`src/rtl/core_pkg.sv`:
```
// ---------------------------------------------------------------------------
// core_pkg
// Shared RV32I decode definitions used by core_decode and core_imm_gen:
//   - major opcode constants (OPC_*)
//   - funct3 / funct7 constants (F3_*, F7_*)
//   - immediate-format enum (FMT_I, FMT_S, FMT_B, FMT_R)
//   - bit positions of each one-hot operation strobe in the decoded vector
// ---------------------------------------------------------------------------
package core_pkg;

    // Major opcodes (INST[6:0]); every legal one ends in 2'b11
    localparam logic [6:0] OPC_OP_IMM   = 7'b0010011;
    localparam logic [6:0] OPC_OP       = 7'b0110011;
    localparam logic [6:0] OPC_BRANCH   = 7'b1100011;
    localparam logic [6:0] OPC_LOAD     = 7'b0000011;
    localparam logic [6:0] OPC_STORE    = 7'b0100011;
    localparam logic [6:0] OPC_LOAD_FP  = 7'b0000111;
    localparam logic [6:0] OPC_STORE_FP = 7'b0100111;

    // ALU funct3
    localparam logic [2:0] F3_ADD_SUB = 3'b000;
    localparam logic [2:0] F3_SLL     = 3'b001;
    localparam logic [2:0] F3_SLT     = 3'b010;
    localparam logic [2:0] F3_SLTU    = 3'b011;
    localparam logic [2:0] F3_XOR     = 3'b100;
    localparam logic [2:0] F3_SRL_SRA = 3'b101;
    localparam logic [2:0] F3_OR      = 3'b110;
    localparam logic [2:0] F3_AND     = 3'b111;

    // Branch funct3
    localparam logic [2:0] F3_BEQ  = 3'b000;
    localparam logic [2:0] F3_BNE  = 3'b001;
    localparam logic [2:0] F3_BLT  = 3'b100;
    localparam logic [2:0] F3_BGE  = 3'b101;
    localparam logic [2:0] F3_BLTU = 3'b110;
    localparam logic [2:0] F3_BGEU = 3'b111;

    // Load / store funct3
    localparam logic [2:0] F3_LB  = 3'b000;
    localparam logic [2:0] F3_LH  = 3'b001;
    localparam logic [2:0] F3_LW  = 3'b010;
    localparam logic [2:0] F3_LBU = 3'b100;
    localparam logic [2:0] F3_LHU = 3'b101;
    localparam logic [2:0] F3_SB  = 3'b000;
    localparam logic [2:0] F3_SH  = 3'b001;
    localparam logic [2:0] F3_SW  = 3'b010;

    // Single-precision FP load/store width
    localparam logic [2:0] F3_FP_W = 3'b010;

    // funct7
    localparam logic [6:0] F7_BASE = 7'b0000000;
    localparam logic [6:0] F7_ALT  = 7'b0100000;

    typedef enum logic [1:0] {
        FMT_I = 2'd0,
        FMT_S = 2'd1,
        FMT_B = 2'd2,
        FMT_R = 2'd3
    } imm_fmt_e;

    // Strobe positions inside the decoded one-hot vector
    localparam int unsigned NUM_STB  = 35;
    localparam int unsigned STB_ADDI  = 0;
    localparam int unsigned STB_SLTI  = 1;
    localparam int unsigned STB_SLTIU = 2;
    localparam int unsigned STB_XORI  = 3;
    localparam int unsigned STB_ORI   = 4;
    localparam int unsigned STB_ANDI  = 5;
    localparam int unsigned STB_SLLI  = 6;
    localparam int unsigned STB_SRLI  = 7;
    localparam int unsigned STB_SRAI  = 8;
    localparam int unsigned STB_ADD   = 9;
    localparam int unsigned STB_SUB   = 10;
    localparam int unsigned STB_SLL   = 11;
    localparam int unsigned STB_SLT   = 12;
    localparam int unsigned STB_SLTU  = 13;
    localparam int unsigned STB_XOR   = 14;
    localparam int unsigned STB_SRL   = 15;
    localparam int unsigned STB_SRA   = 16;
    localparam int unsigned STB_OR    = 17;
    localparam int unsigned STB_AND   = 18;
    localparam int unsigned STB_BEQ   = 19;
    localparam int unsigned STB_BNE   = 20;
    localparam int unsigned STB_BLT   = 21;
    localparam int unsigned STB_BGE   = 22;
    localparam int unsigned STB_BLTU  = 23;
    localparam int unsigned STB_BGEU  = 24;
    localparam int unsigned STB_LB    = 25;
    localparam int unsigned STB_LH    = 26;
    localparam int unsigned STB_LW    = 27;
    localparam int unsigned STB_LBU   = 28;
    localparam int unsigned STB_LHU   = 29;
    localparam int unsigned STB_SB    = 30;
    localparam int unsigned STB_SH    = 31;
    localparam int unsigned STB_SW    = 32;
    localparam int unsigned STB_FLW   = 33;
    localparam int unsigned STB_FSW   = 34;

endpackage

```
`src/rtl/core_imm_gen.sv`:
```
// ---------------------------------------------------------------------------
// core_imm_gen
// Combinational immediate formatter.
//   inst  in  32  instruction word
//   fmt   in   2  immediate format (FMT_I / FMT_S / FMT_B / FMT_R)
//   imm   out 32  sign-extended immediate (0 for FMT_R)
// ---------------------------------------------------------------------------
module core_imm_gen
    import core_pkg::*;
(
    input  logic [31:0] inst,
    input  imm_fmt_e    fmt,
    output logic [31:0] imm
);

    // Opcode, funct3 and rs1 fields never contribute to an immediate
    logic unused_bits_s;
    assign unused_bits_s = ^{inst[19:12], inst[6:0]};

    // Select and sign-extend the immediate for the requested format
    always_comb begin
        imm = 32'd0;
        case (fmt)
            FMT_I:   imm = {{20{inst[31]}}, inst[31:20]};
            FMT_S:   imm = {{20{inst[31]}}, inst[31:25], inst[11:7]};
            FMT_B:   imm = {{19{inst[31]}}, inst[31], inst[7], inst[30:25], inst[11:8], 1'b0};
            FMT_R:   imm = 32'd0;
            default: imm = 32'd0;
        endcase
    end

endmodule

```
`src/rtl/core_decode.sv`:
```
// ---------------------------------------------------------------------------
// core_decode
// Registered RV32I decode stage between fetch and core_alu, one pipeline
// register deep with valid/ready handshakes on both sides.
//   CLK, RST_N            clock, synchronous active-low reset
//   INST_VALID/INST/PC_IN fetch side; INST_READY is combinational
//   FLUSH                 drops the held and any incoming instruction
//   OUT_VALID/OUT_READY   downstream handshake
//   I_*                   one-hot operation strobes (all 0 when !OUT_VALID)
//   RS1/RS2/RD_ADDR, IMM  register indices and sign-extended immediate
//   PC_OUT, ILLEGAL       PC of the bundle, undecodable-instruction flag
// Build option: define CORE_DECODE_FPU_EN to decode FLW/FSW; otherwise both
// FP opcodes are illegal and I_FLW/I_FSW are tied to 0.
// ---------------------------------------------------------------------------
module core_decode
    import core_pkg::*;
(
    input  logic        CLK,
    input  logic        RST_N,
    input  logic        INST_VALID,
    input  logic [31:0] INST,
    input  logic [31:0] PC_IN,
    output logic        INST_READY,
    input  logic        FLUSH,
    output logic        OUT_VALID,
    input  logic        OUT_READY,
    output logic        I_ADDI, I_SLTI, I_SLTIU, I_XORI, I_ORI, I_ANDI,
    output logic        I_SLLI, I_SRLI, I_SRAI,
    output logic        I_ADD, I_SUB, I_SLL, I_SLT, I_SLTU, I_XOR,
    output logic        I_SRL, I_SRA, I_OR, I_AND,
    output logic        I_BEQ, I_BNE, I_BLT, I_BGE, I_BLTU, I_BGEU,
    output logic        I_LB, I_LH, I_LW, I_LBU, I_LHU,
    output logic        I_SB, I_SH, I_SW,
    output logic        I_FLW, I_FSW,
    output logic [4:0]  RS1_ADDR,
    output logic [4:0]  RS2_ADDR,
    output logic [4:0]  RD_ADDR,
    output logic [31:0] IMM,
    output logic [31:0] PC_OUT,
    output logic        ILLEGAL
);

`ifdef CORE_DECODE_FPU_EN
    localparam logic FPU_EN = 1'b1;
`else
    localparam logic FPU_EN = 1'b0;
`endif

    logic [6:0]         opcode_s;
    logic [2:0]         f3_s;
    logic [6:0]         f7_s;
    logic [NUM_STB-1:0] stb_s;
    logic               illegal_s;
    imm_fmt_e           fmt_s;
    imm_fmt_e           fmt_eff_s;
    logic [31:0]        imm_s;
    logic [4:0]         rs1_s, rs2_s, rd_s;
    logic               accept_s;

    logic               out_valid_d, out_valid_q;
    logic [NUM_STB-1:0] stb_d, stb_q;
    logic               illegal_d, illegal_q;
    logic [31:0]        imm_d, imm_q;
    logic [4:0]         rs1_d, rs1_q, rs2_d, rs2_q, rd_d, rd_q;
    logic [31:0]        pc_d, pc_q;

    assign opcode_s = INST[6:0];
    assign f3_s     = INST[14:12];
    assign f7_s     = INST[31:25];

    // Opcode/funct decode into a one-hot strobe vector plus immediate format
    always_comb begin
        stb_s     = {NUM_STB{1'b0}};
        illegal_s = 1'b0;
        fmt_s     = FMT_R;
        case (opcode_s)
            OPC_OP_IMM: begin
                fmt_s = FMT_I;
                case (f3_s)
                    F3_ADD_SUB: stb_s[STB_ADDI]  = 1'b1;
                    F3_SLT:     stb_s[STB_SLTI]  = 1'b1;
                    F3_SLTU:    stb_s[STB_SLTIU] = 1'b1;
                    F3_XOR:     stb_s[STB_XORI]  = 1'b1;
                    F3_OR:      stb_s[STB_ORI]   = 1'b1;
                    F3_AND:     stb_s[STB_ANDI]  = 1'b1;
                    F3_SLL: begin
                        if (f7_s == F7_BASE) stb_s[STB_SLLI] = 1'b1;
                        else                 illegal_s = 1'b1;
                    end
                    F3_SRL_SRA: begin
                        if (f7_s == F7_BASE)     stb_s[STB_SRLI] = 1'b1;
                        else if (f7_s == F7_ALT) stb_s[STB_SRAI] = 1'b1;
                        else                     illegal_s = 1'b1;
                    end
                    default: illegal_s = 1'b1;
                endcase
            end
            OPC_OP: begin
                fmt_s = FMT_R;
                if (f7_s == F7_BASE) begin
                    case (f3_s)
                        F3_ADD_SUB: stb_s[STB_ADD]  = 1'b1;
                        F3_SLL:     stb_s[STB_SLL]  = 1'b1;
                        F3_SLT:     stb_s[STB_SLT]  = 1'b1;
                        F3_SLTU:    stb_s[STB_SLTU] = 1'b1;
                        F3_XOR:     stb_s[STB_XOR]  = 1'b1;
                        F3_SRL_SRA: stb_s[STB_SRL]  = 1'b1;
                        F3_OR:      stb_s[STB_OR]   = 1'b1;
                        F3_AND:     stb_s[STB_AND]  = 1'b1;
                        default:    illegal_s = 1'b1;
                    endcase
                end else if (f7_s == F7_ALT) begin
                    // Only ADD and SRL have an alternate (SUB/SRA) encoding
                    case (f3_s)
                        F3_ADD_SUB: stb_s[STB_SUB] = 1'b1;
                        F3_SRL_SRA: stb_s[STB_SRA] = 1'b1;
                        default:    illegal_s = 1'b1;
                    endcase
                end else begin
                    illegal_s = 1'b1;
                end
            end
            OPC_BRANCH: begin
                fmt_s = FMT_B;
                case (f3_s)
                    F3_BEQ:  stb_s[STB_BEQ]  = 1'b1;
                    F3_BNE:  stb_s[STB_BNE]  = 1'b1;
                    F3_BLT:  stb_s[STB_BLT]  = 1'b1;
                    F3_BGE:  stb_s[STB_BGE]  = 1'b1;
                    F3_BLTU: stb_s[STB_BLTU] = 1'b1;
                    F3_BGEU: stb_s[STB_BGEU] = 1'b1;
                    default: illegal_s = 1'b1;
                endcase
            end
            OPC_LOAD: begin
                fmt_s = FMT_I;
                case (f3_s)
                    F3_LB:   stb_s[STB_LB]  = 1'b1;
                    F3_LH:   stb_s[STB_LH]  = 1'b1;
                    F3_LW:   stb_s[STB_LW]  = 1'b1;
                    F3_LBU:  stb_s[STB_LBU] = 1'b1;
                    F3_LHU:  stb_s[STB_LHU] = 1'b1;
                    default: illegal_s = 1'b1;
                endcase
            end
            OPC_STORE: begin
                fmt_s = FMT_S;
                case (f3_s)
                    F3_SB:   stb_s[STB_SB] = 1'b1;
                    F3_SH:   stb_s[STB_SH] = 1'b1;
                    F3_SW:   stb_s[STB_SW] = 1'b1;
                    default: illegal_s = 1'b1;
                endcase
            end
`ifdef CORE_DECODE_FPU_EN
            OPC_LOAD_FP: begin
                fmt_s = FMT_I;
                if (f3_s == F3_FP_W) stb_s[STB_FLW] = 1'b1;
                else                 illegal_s = 1'b1;
            end
            OPC_STORE_FP: begin
                fmt_s = FMT_S;
                if (f3_s == F3_FP_W) stb_s[STB_FSW] = 1'b1;
                else                 illegal_s = 1'b1;
            end
`endif
            default: illegal_s = 1'b1;
        endcase
    end

    // An illegal bundle carries zero immediate and zero register fields so
    // downstream never sees stale-looking operands
    assign fmt_eff_s = illegal_s ? FMT_R : fmt_s;
    assign rs1_s     = illegal_s ? 5'd0 : INST[19:15];
    assign rs2_s     = (illegal_s || (fmt_s == FMT_I)) ? 5'd0 : INST[24:20];
    assign rd_s      = (illegal_s || (fmt_s == FMT_S) || (fmt_s == FMT_B)) ? 5'd0 : INST[11:7];

    core_imm_gen u_imm_gen (
        .inst (INST),
        .fmt  (fmt_eff_s),
        .imm  (imm_s)
    );

    assign INST_READY = !out_valid_q || OUT_READY;
    assign accept_s   = INST_VALID && INST_READY;

    // Output-register next state: flush > accept > drain > hold
    always_comb begin
        out_valid_d = out_valid_q;
        stb_d       = stb_q;
        illegal_d   = illegal_q;
        imm_d       = imm_q;
        rs1_d       = rs1_q;
        rs2_d       = rs2_q;
        rd_d        = rd_q;
        pc_d        = pc_q;
        if (FLUSH) begin
            out_valid_d = 1'b0;
            stb_d       = {NUM_STB{1'b0}};
            illegal_d   = 1'b0;
        end else if (accept_s) begin
            out_valid_d = 1'b1;
            stb_d       = stb_s;
            illegal_d   = illegal_s;
            imm_d       = imm_s;
            rs1_d       = rs1_s;
            rs2_d       = rs2_s;
            rd_d        = rd_s;
            pc_d        = PC_IN;
        end else if (OUT_READY) begin
            out_valid_d = 1'b0;
            stb_d       = {NUM_STB{1'b0}};
            illegal_d   = 1'b0;
        end else begin
            out_valid_d = out_valid_q;
            stb_d       = stb_q;
            illegal_d   = illegal_q;
        end
    end

    // Bundle register with synchronous active-low reset
    always_ff @(posedge CLK) begin
        if (!RST_N) begin
            out_valid_q <= 1'b0;
            stb_q       <= {NUM_STB{1'b0}};
            illegal_q   <= 1'b0;
            imm_q       <= 32'd0;
            rs1_q       <= 5'd0;
            rs2_q       <= 5'd0;
            rd_q        <= 5'd0;
            pc_q        <= 32'd0;
        end else begin
            out_valid_q <= out_valid_d;
            stb_q       <= stb_d;
            illegal_q   <= illegal_d;
            imm_q       <= imm_d;
            rs1_q       <= rs1_d;
            rs2_q       <= rs2_d;
            rd_q        <= rd_d;
            pc_q        <= pc_d;
        end
    end

    assign OUT_VALID = out_valid_q;
    assign ILLEGAL   = illegal_q;
    assign IMM       = imm_q;
    assign RS1_ADDR  = rs1_q;
    assign RS2_ADDR  = rs2_q;
    assign RD_ADDR   = rd_q;
    assign PC_OUT    = pc_q;

    assign I_ADDI  = stb_q[STB_ADDI];
    assign I_SLTI  = stb_q[STB_SLTI];
    assign I_SLTIU = stb_q[STB_SLTIU];
    assign I_XORI  = stb_q[STB_XORI];
    assign I_ORI   = stb_q[STB_ORI];
    assign I_ANDI  = stb_q[STB_ANDI];
    assign I_SLLI  = stb_q[STB_SLLI];
    assign I_SRLI  = stb_q[STB_SRLI];
    assign I_SRAI  = stb_q[STB_SRAI];
    assign I_ADD   = stb_q[STB_ADD];
    assign I_SUB   = stb_q[STB_SUB];
    assign I_SLL   = stb_q[STB_SLL];
    assign I_SLT   = stb_q[STB_SLT];
    assign I_SLTU  = stb_q[STB_SLTU];
    assign I_XOR   = stb_q[STB_XOR];
    assign I_SRL   = stb_q[STB_SRL];
    assign I_SRA   = stb_q[STB_SRA];
    assign I_OR    = stb_q[STB_OR];
    assign I_AND   = stb_q[STB_AND];
    assign I_BEQ   = stb_q[STB_BEQ];
    assign I_BNE   = stb_q[STB_BNE];
    assign I_BLT   = stb_q[STB_BLT];
    assign I_BGE   = stb_q[STB_BGE];
    assign I_BLTU  = stb_q[STB_BLTU];
    assign I_BGEU  = stb_q[STB_BGEU];
    assign I_LB    = stb_q[STB_LB];
    assign I_LH    = stb_q[STB_LH];
    assign I_LW    = stb_q[STB_LW];
    assign I_LBU   = stb_q[STB_LBU];
    assign I_LHU   = stb_q[STB_LHU];
    assign I_SB    = stb_q[STB_SB];
    assign I_SH    = stb_q[STB_SH];
    assign I_SW    = stb_q[STB_SW];
    // Gated so the disabled build ties the FP strobes to a constant 0
    assign I_FLW   = stb_q[STB_FLW] & FPU_EN;
    assign I_FSW   = stb_q[STB_FSW] & FPU_EN;

endmodule

```
`config.mk`:
```
export PLATFORM = sky130hd
export DESIGN_NAME = core_decode
export DESIGN_NICKNAME = d
export VERILOG_FILES = /design/src/rtl/core_pkg.sv /design/src/rtl/core_imm_gen.sv /design/src/rtl/core_decode.sv
export SDC_FILE = /design/constraint.sdc
export NUM_CORES = 1
export LEC_CHECK = 0
export CAP_MARGIN = 20
export CORE_MARGIN = 10
export CORE_UTILIZATION = 41
export CTS_CLUSTER_DIAMETER = 40
export CTS_CLUSTER_SIZE = 28
export DETAILED_ROUTE_END_ITERATION = 10
export PLACE_DENSITY_LB_ADDON = 0.1
export SLEW_MARGIN = 30
export SYNTH_ARGS = -nofsm -noshare
export SYNTH_HDL_FRONTEND = slang
export SYNTH_SLANG_ARGS = --single-unit
```
`constraint.sdc`:
```
create_clock -name CLK -period 3 [get_ports CLK]
set_input_delay 0.6 -clock CLK [delete_from_list [all_inputs] [get_ports CLK]]
set_output_delay 0.6 -clock CLK [all_outputs]
set_load 0.01 [all_outputs]
```
==> results.sh, run 1 <==
export IMPL_layout_drive_gt1_share_pct=7.53
export IMPL_pin_count=186
export IMPL_outcome="finished, final reports clean"
export IMPL_synth_cell_area_mm2=0.00392
export IMPL_syn_to_final_growth_pct=54.2
export IMPL_critPathRequiredTime_ps=3290
export IMPL_muxShareOfSynthArea_pct=1.02
export IMPL_min_from="PC_OUT[19]$_SDFFE_PN0P_"
export IMPL_setup_slack_ps=385
export IMPL_grt_max_degree=43
export IMPL_syn_inst=444
export IMPL_gp_congestion=0.860
export IMPL_utilization_pct=65.1
export IMPL_start_kind="input pin"
export IMPL_rsz0062_at_grt="no"
export IMPL_grt_pass1_wl_um=20500
export IMPL_cts_hold_buf=0
export IMPL_die_w_um=118
export IMPL_max_freq_mhz=382
export IMPL_rows=35
export IMPL_core_area_mm2=0.00928
export IMPL_insertion_delay_ps=350
export IMPL_grt_pass1_vias=3770
export IMPL_drt_wl_total_um=12900
export IMPL_yosysSeqAreaShare_pct=48.5
export IMPL_drtIter0Drc=160
export IMPL_dp_hpwl_um=9820
export IMPL_clockBufferDepth=2
export IMPL_grt_overflow=0
export IMPL_dp_cells=725
export IMPL_grt_total_usage_pct=17.9
export IMPL_maxCapViolations=0
export IMPL_synth_commonest_cells="95 x dfxtp_1, 81 x nand2_1, 42 x nor2_1"
export IMPL_finClkSkew_ps=7.60
export IMPL_synth_xor_area_share_pct=0
export IMPL_hold_viol=0
export IMPL_p_per_area_mw_per_mm2=442
export IMPL_synth_cell_types=42
export IMPL_synthTopCellsByArea="dfxtp_1 49%, nand2_1 7.8%, a21boi_0 7.3%, a22oi_1 4.8%, buf_4 4.6%"
export IMPL_tightest_slew_ps=828
export IMPL_synth_seq_cells=95
export IMPL_fin_tns_setup_ps=0
export IMPL_holdCritPathClass="register to register"
export IMPL_finalNonFillerCells=740
export IMPL_start_util_pct=42.2
export IMPL_root_buffer="clkbuf_8"
export IMPL_vias_per_cell=5.01
export IMPL_period_share_pct=87.2
export IMPL_port_buffers=183
export IMPL_drc_errors=0
export IMPL_antenna_found_initial=0
export IMPL_place_area_mm2=0.00578
export IMPL_synthFlopType="dfxtp_1"
export IMPL_cts_tree="yes"
export IMPL_synth_edf_count=0
export IMPL_clkTransAtPathRegs_ps=90
export IMPL_yosys_warnings=0
export IMPL_synth_adder_area_share_pct=0
export IMPL_synth_top_area_share_pct=48.5
export IMPL_critical_path_class="input pin to register"
export IMPL_die_area_mm2=0.0139
export IMPL_synthSimpleGateAreaFrac_pct=21.7
export IMPL_synth_most_common_cell="dfxtp_1"
export IMPL_synth_async_reset_ratio_pct=0
export IMPL_synth_compound_area_share_pct=20.4
export IMPL_yosys_area_top_type="dfxtp_1"
export IMPL_critPathLaunch="INST[26]"
export IMPL_slew_headroom_pct=44.3
export IMPL_fin_total_pwr_mw=2.67
export IMPL_cts_sinks=95
export IMPL_num_antenna_cells=0
export IMPL_ant_nets=0
export IMPL_vdd_drop_max_mv=0.285
export IMPL_vias=3711
export IMPL_cts_made_buffers=9
export IMPL_nets=676
export IMPL_fin_area_mm2=0.00604
export IMPL_syn_area_per_cell_um2=8.82
export IMPL_cts_max_level=3
export IMPL_hold_slack_ps=463
export IMPL_p_leak_nw=2.13
export IMPL_firstDrtPassIters=5
export IMPL_fin_crit_ps=2620
export IMPL_crit_path_end_kind="register"
export IMPL_place_ws_ps=47.5
export IMPL_synth_top_family_by_area="simple AND/OR/NAND/NOR gates"
export IMPL_post_cts_repair_setup_buffers=0
export IMPL_slew_violations=0
export IMPL_finalSetupViolCount=0
export IMPL_cts_resized=0
export IMPL_crit_fanout=5
export IMPL_critPathArrivalTime_ps=2910
export IMPL_wire_per_inst_um=17.4
export IMPL_dieHeight_um=118
export IMPL_reg2reg_from="OUT_VALID$_SDFFE_PP0P_"
## state kept, by name (all words and copies together) (netlist names)
register / cells
ILLEGAL: 1
IMM: 13
OUT_VALID: 1
PC_OUT: 32
RD_ADDR: 5
RS1_ADDR: 5
RS2_ADDR: 5
stb_q: 33
## report_power, final
group | switching [mW] | total, mW | internal, mW | leakage [nW]
logic | 0.138 | 0.301 | 0.163 | 1.23
clock network | 0.440 | 1.07 | 0.634 | 0.129
registers | 0.0108 | 1.29 | 1.28 | 0.769
## worst max-delay path: stages
cell and delay, ps:
clkdlybuf4s50_1 440, or4_4 580, nor3_4 160, a221oi_2 100, nor4_1 700, a22oi_1 180
nor2b_1 150
## final cells by class
cell class                 count  area, um2
tap                          129        161
multi-input combinational    293       1710
clock buffer                   9        124
fill                         837       3240
inverter                       3       11.3
clock inverter                 6        134
sequential                    95       1900
timing repair buffer         205       2000
## logic make-up (layout without fill, tap and decap cells)
logic type | count (synthesis) | after routing
and+or+nand+nor | 181 | 181
AOI/OAI and AO/OA | 106 | 106
DFF | 95 | 95
buffers and inverters | 57 | 223
muxes | 4 | 4
other | 1 | 2
## cells in the final DEF, fill, tap and decap left out, drive strengths merged
master         Yosys  routed
clkdlybuf4s50      0     183
nor3               7       7
nand4              2       2
or3b               1       1
or4bb              1       1
a221oi             1       1
conb               1       2
nand2             81      81
clkinv             0       2
or4                2       2
a22o               6       6
and3b              1       1
a21oi              8       8
inv                3       3
nand2b             7       7
nand3b             3       3
o21ai              8       8
and2               2       2
nor2              42      42
a21boi            38      38
dfxtp             95      95
nor2b             13      13
nand3              9       9
a32oi             16      16
mux2i              4       4
and4bb             1       1
o22ai              1       1
o2111a             1       1
clkbuf            25       9
nor3b              3       3
bufinv             0       4
buf               29      22
a22oi             25      25
a41oi              1       1
and3               4       4
nor4               2       2
o211a              1       1
## worst paths after layout
check                             to  slack, ps  cells past startpoint
max          RD_ADDR[0]$_SDFFE_PN0P_        380                      7
min          PC_OUT[19]$_SDFFE_PN0P_        460                      2
max reg2reg  RD_ADDR[0]$_SDFFE_PN0P_       1130                      6
min reg2reg  PC_OUT[19]$_SDFFE_PN0P_        460                      2
## metal layers
metal,vias up,wire length (um),global-route usage [%]
li1,1837,-,-
met1,1722,5230,20.4
met2,141,6490,31.2
met3,11,1020,6.24
met4,0,115,4.40
met5,-,0,0
Note: power is estimated with default switching activity, not from simulation.
==> run 2, diff against run 1 <==
--- a/config.mk
+++ b/config.mk
@@ -7,7 +7,7 @@
 export LEC_CHECK = 0
 export CAP_MARGIN = 20
 export CORE_MARGIN = 10
-export CORE_UTILIZATION = 41
+export CORE_UTILIZATION = 44
 export CTS_CLUSTER_DIAMETER = 40
 export CTS_CLUSTER_SIZE = 28
 export DETAILED_ROUTE_END_ITERATION = 10
@@ -15,4 +15,5 @@
 export SLEW_MARGIN = 30
 export SYNTH_ARGS = -nofsm -noshare
 export SYNTH_HDL_FRONTEND = slang
+export SYNTH_HIERARCHICAL = 1
 export SYNTH_SLANG_ARGS = --single-unit
==> run 2 against run 1 <==
Effect of this change:
- clock skew shrank 1.1 ps
- setup slack gained 51 ps
- utilization grew 3.8 points
- sequential share of layout area grew 0.49 points
- synthesized cell count grew 21%
- wire length grew 16%
- first-iteration DRC count grew 61%
- largest power group is now the clock network
==> results.sh, run 2 <==
export IMPL_outcome="finished, final reports clean"
export IMPL_grt_pass1_wl_um=23300
export IMPL_endpoint="INST_READY"
export IMPL_cts_max_level=4
export IMPL_synth_cell_area_mm2=0.00469
export IMPL_final_cell_mix="182 x clkdlybuf4s50_1, 135 x nand2_1, 114 x dfxtp_1, 53 x a21boi_1, 42 x nor2_1"
export IMPL_maxCapViolations=0
export IMPL_r2r_cells=6
export IMPL_vdd_drop_max_mv=0.281
export IMPL_r2r_setup_slack_ps=1130
export IMPL_slowest_stage="clkdlybuf4s50_1"
export IMPL_yosys_area_top_type="dfxtp_1"
export IMPL_synth_most_common_cell="nand2_1"
export IMPL_clkTransAtPathRegs_ps=60
export IMPL_syn_to_final_growth_pct=52.0
export IMPL_seq_area_mm2=0.00228
export IMPL_post_cts_repair_setup_buffers=0
export IMPL_critPathLaunch="OUT_READY"
export IMPL_layout_drive_gt1_share_pct=9.48
export IMPL_finalNonFillerCells=854
export IMPL_synthFlopType="dfxtp_1"
export IMPL_critical_path_class="input pin to output pin"
export IMPL_fin_tns_setup_ps=0
export IMPL_max_freq_mhz=390
export IMPL_cpPeakStageDelay_ps=580
export IMPL_pin_count=186
export IMPL_slew_headroom_pct=52.3
export IMPL_path_depth=3
export IMPL_die_w_um=123
export IMPL_start_kind="input pin"
export IMPL_finClkSkew_ps=6.50
export IMPL_start_util_pct=45.3
export IMPL_synth_cell_types=49
export IMPL_grt_pass1_vias=4477
export IMPL_hold_viol=0
export IMPL_grt_max_degree=66
export IMPL_vias=4373
export IMPL_grt_total_usage_pct=19.2
export IMPL_fin_crit_ps=2560
export IMPL_crit_fanout=4
export IMPL_tightest_slew_ps=710
export IMPL_min_from="PC_OUT[31]$_SDFFE_PN0P_"
export IMPL_synth_edf_count=0
export IMPL_drtIter0Drc=258
export IMPL_top_register="stb_q"
export IMPL_synth_commonest_cells="135 x nand2_1, 114 x dfxtp_1, 53 x a21boi_1"
export IMPL_utilization_pct=68.8
export IMPL_synthTopCellsByArea="dfxtp_1 49%, nand2_1 11%, a21boi_1 8.5%, a22oi_1 4.6%, buf_4 3.5%"
export IMPL_yosys_warnings=6
export IMPL_fin_total_pwr_mw=3.78
export IMPL_setup_slack_ps=436
export IMPL_syn_inst=539
export IMPL_insertion_delay_ps=500
export IMPL_period_share_pct=85.5
export IMPL_port_buffers=183
export IMPL_slew_violations=0
export IMPL_root_buffer="clkbuf_8"
export IMPL_cts_resized=0
export IMPL_multi_input_area_mm2=0.00208
export IMPL_crit_path_frequent_cell="clkdlybuf4s50_1"
export IMPL_reg2reg_from="OUT_VALID$_SDFFE_PP0P_"
export IMPL_p_leak_nw=2.54
export IMPL_cts_tree="yes"
export IMPL_finalSetupViolCount=0
export IMPL_place_ws_ps=74.1
export IMPL_dieHeight_um=123
export IMPL_grt_overflow=0
export IMPL_crit_path_end_kind="output pin"
export IMPL_syn_area_per_cell_um2=8.71
export IMPL_synth_async_reset_ratio_pct=0
export IMPL_dp_cells=821
export IMPL_core_area_mm2=0.0104
export IMPL_gp_congestion=0.773
export IMPL_die_area_mm2=0.0152
export IMPL_r2r_end="IMM[0]$_SDFFE_PN0P_"
export IMPL_vias_per_cell=5.12
export IMPL_drt_wl_total_um=14900
export IMPL_clockBufferDepth=2
export IMPL_nFillCells=854
export IMPL_rows=37
export IMPL_crit_buf_inv=2
export IMPL_synth_top_area_share_pct=48.6
export IMPL_cts_sinks=114
export IMPL_cts_made_buffers=17
export IMPL_holdCritPathClass="register to register"
export IMPL_cp_top_family="buffers and inverters"
export IMPL_critPathRequiredTime_ps=2400
export IMPL_largest_reg_flops=33
export IMPL_final_common_cell="clkdlybuf4s50_1"
export IMPL_firstDrtPassIters=5
export IMPL_rsz0062_at_grt="no"
export IMPL_wire_per_inst_um=17.5
export IMPL_cts_hold_buf=0
export IMPL_ant_nets=0
export IMPL_drc_errors=0
export IMPL_path_cells="clkdlybuf4s50_1, nand2b_1, clkdlybuf4s50_1"
export IMPL_nets=773
export IMPL_antenna_found_initial=0
export IMPL_dp_hpwl_um=10900
export IMPL_yosysSeqAreaShare_pct=48.6
export IMPL_critPathArrivalTime_ps=1960
export IMPL_synth_seq_cells=114
export IMPL_p_per_area_mw_per_mm2=530
[run 2: metal layers]
layer | up-vias | share of wire [%] | track usage (%)
li1 | 2150 | - | -
met1 | 2072 | 38 | 21.1
met2 | 141 | 51 | 33.2
met3 | 10 | 10 | 8.52
met4 | 0 | 0.82 | 4.95
met5 | - | 0 | 0
[run 2: cell type report]
type	count	share of cell area, %
Sequential cell	114	32.0
Multi-Input combinational cell	362	29.2
Timing Repair Buffer	204	28.2
Clock buffer	19	6.19
Tap cell	136	2.38
Clock inverter	13	1.79
Inverter	5	0.263
Antenna cell	1	0.0351
[run 2: worst reg2reg max path: cells and delay by family (launching register included)]
family / cells / cell delay, ps
buffers and inverters: 1 / 540
and+or+nand+nor: 4 / 680
DFF: 1 / 380
AOI/OAI and AO/OA: 1 / 190
[run 2: power by group]
group	switching [mW]	leakage [nW]	internal, mW	total [mW]
combinational	0.161	1.36	0.171	0.332
clock	0.750	0.260	1.15	1.90
sequential	0.0114	0.922	1.54	1.55
total	0.922	2.54	2.86	3.78
[run 2: how the worst min path moves through the flow]
stage	to	depth (start not counted)	slack [ps]
after CTS	IMM[23]$_SDFFE_PN0P_	2	450
final	PC_OUT[31]$_SDFFE_PN0P_	2	450
after detailed placement	IMM[23]$_SDFFE_PN0P_	2	450
after global placement	PC_OUT[31]$_SDFFE_PN0P_	2	440
after global routing	IMM[30]$_SDFFE_PN0P_	2	460
after floorplan	stb_q[10]$_SDFFE_PP0P_	2	480
[run 2: cells by family after synthesis]
logic type / count (synthesis) / synth area share [%]
DFF: 114 / 48.6
xor gates and xnor gates: 1 / 0.187
muxes: 5 / 1.07
and+or+nand+nor: 223 / 21.3
other: 1 / 0.0799
AOI/OAI and AO/OA: 131 / 21.4
buffers and inverters: 64 / 7.33
[run 2: metrics by stage]
stage / hold WS [ps] / cell area, um2
6_report: 450 / 7140
5_1_grt: 464 / 7130
4_1_cts: 454 / 7130
3_5_place_dp: 446 / 6570
3_3_place_gp: 440 / 6570
2_1_floorplan: 476 / 4700
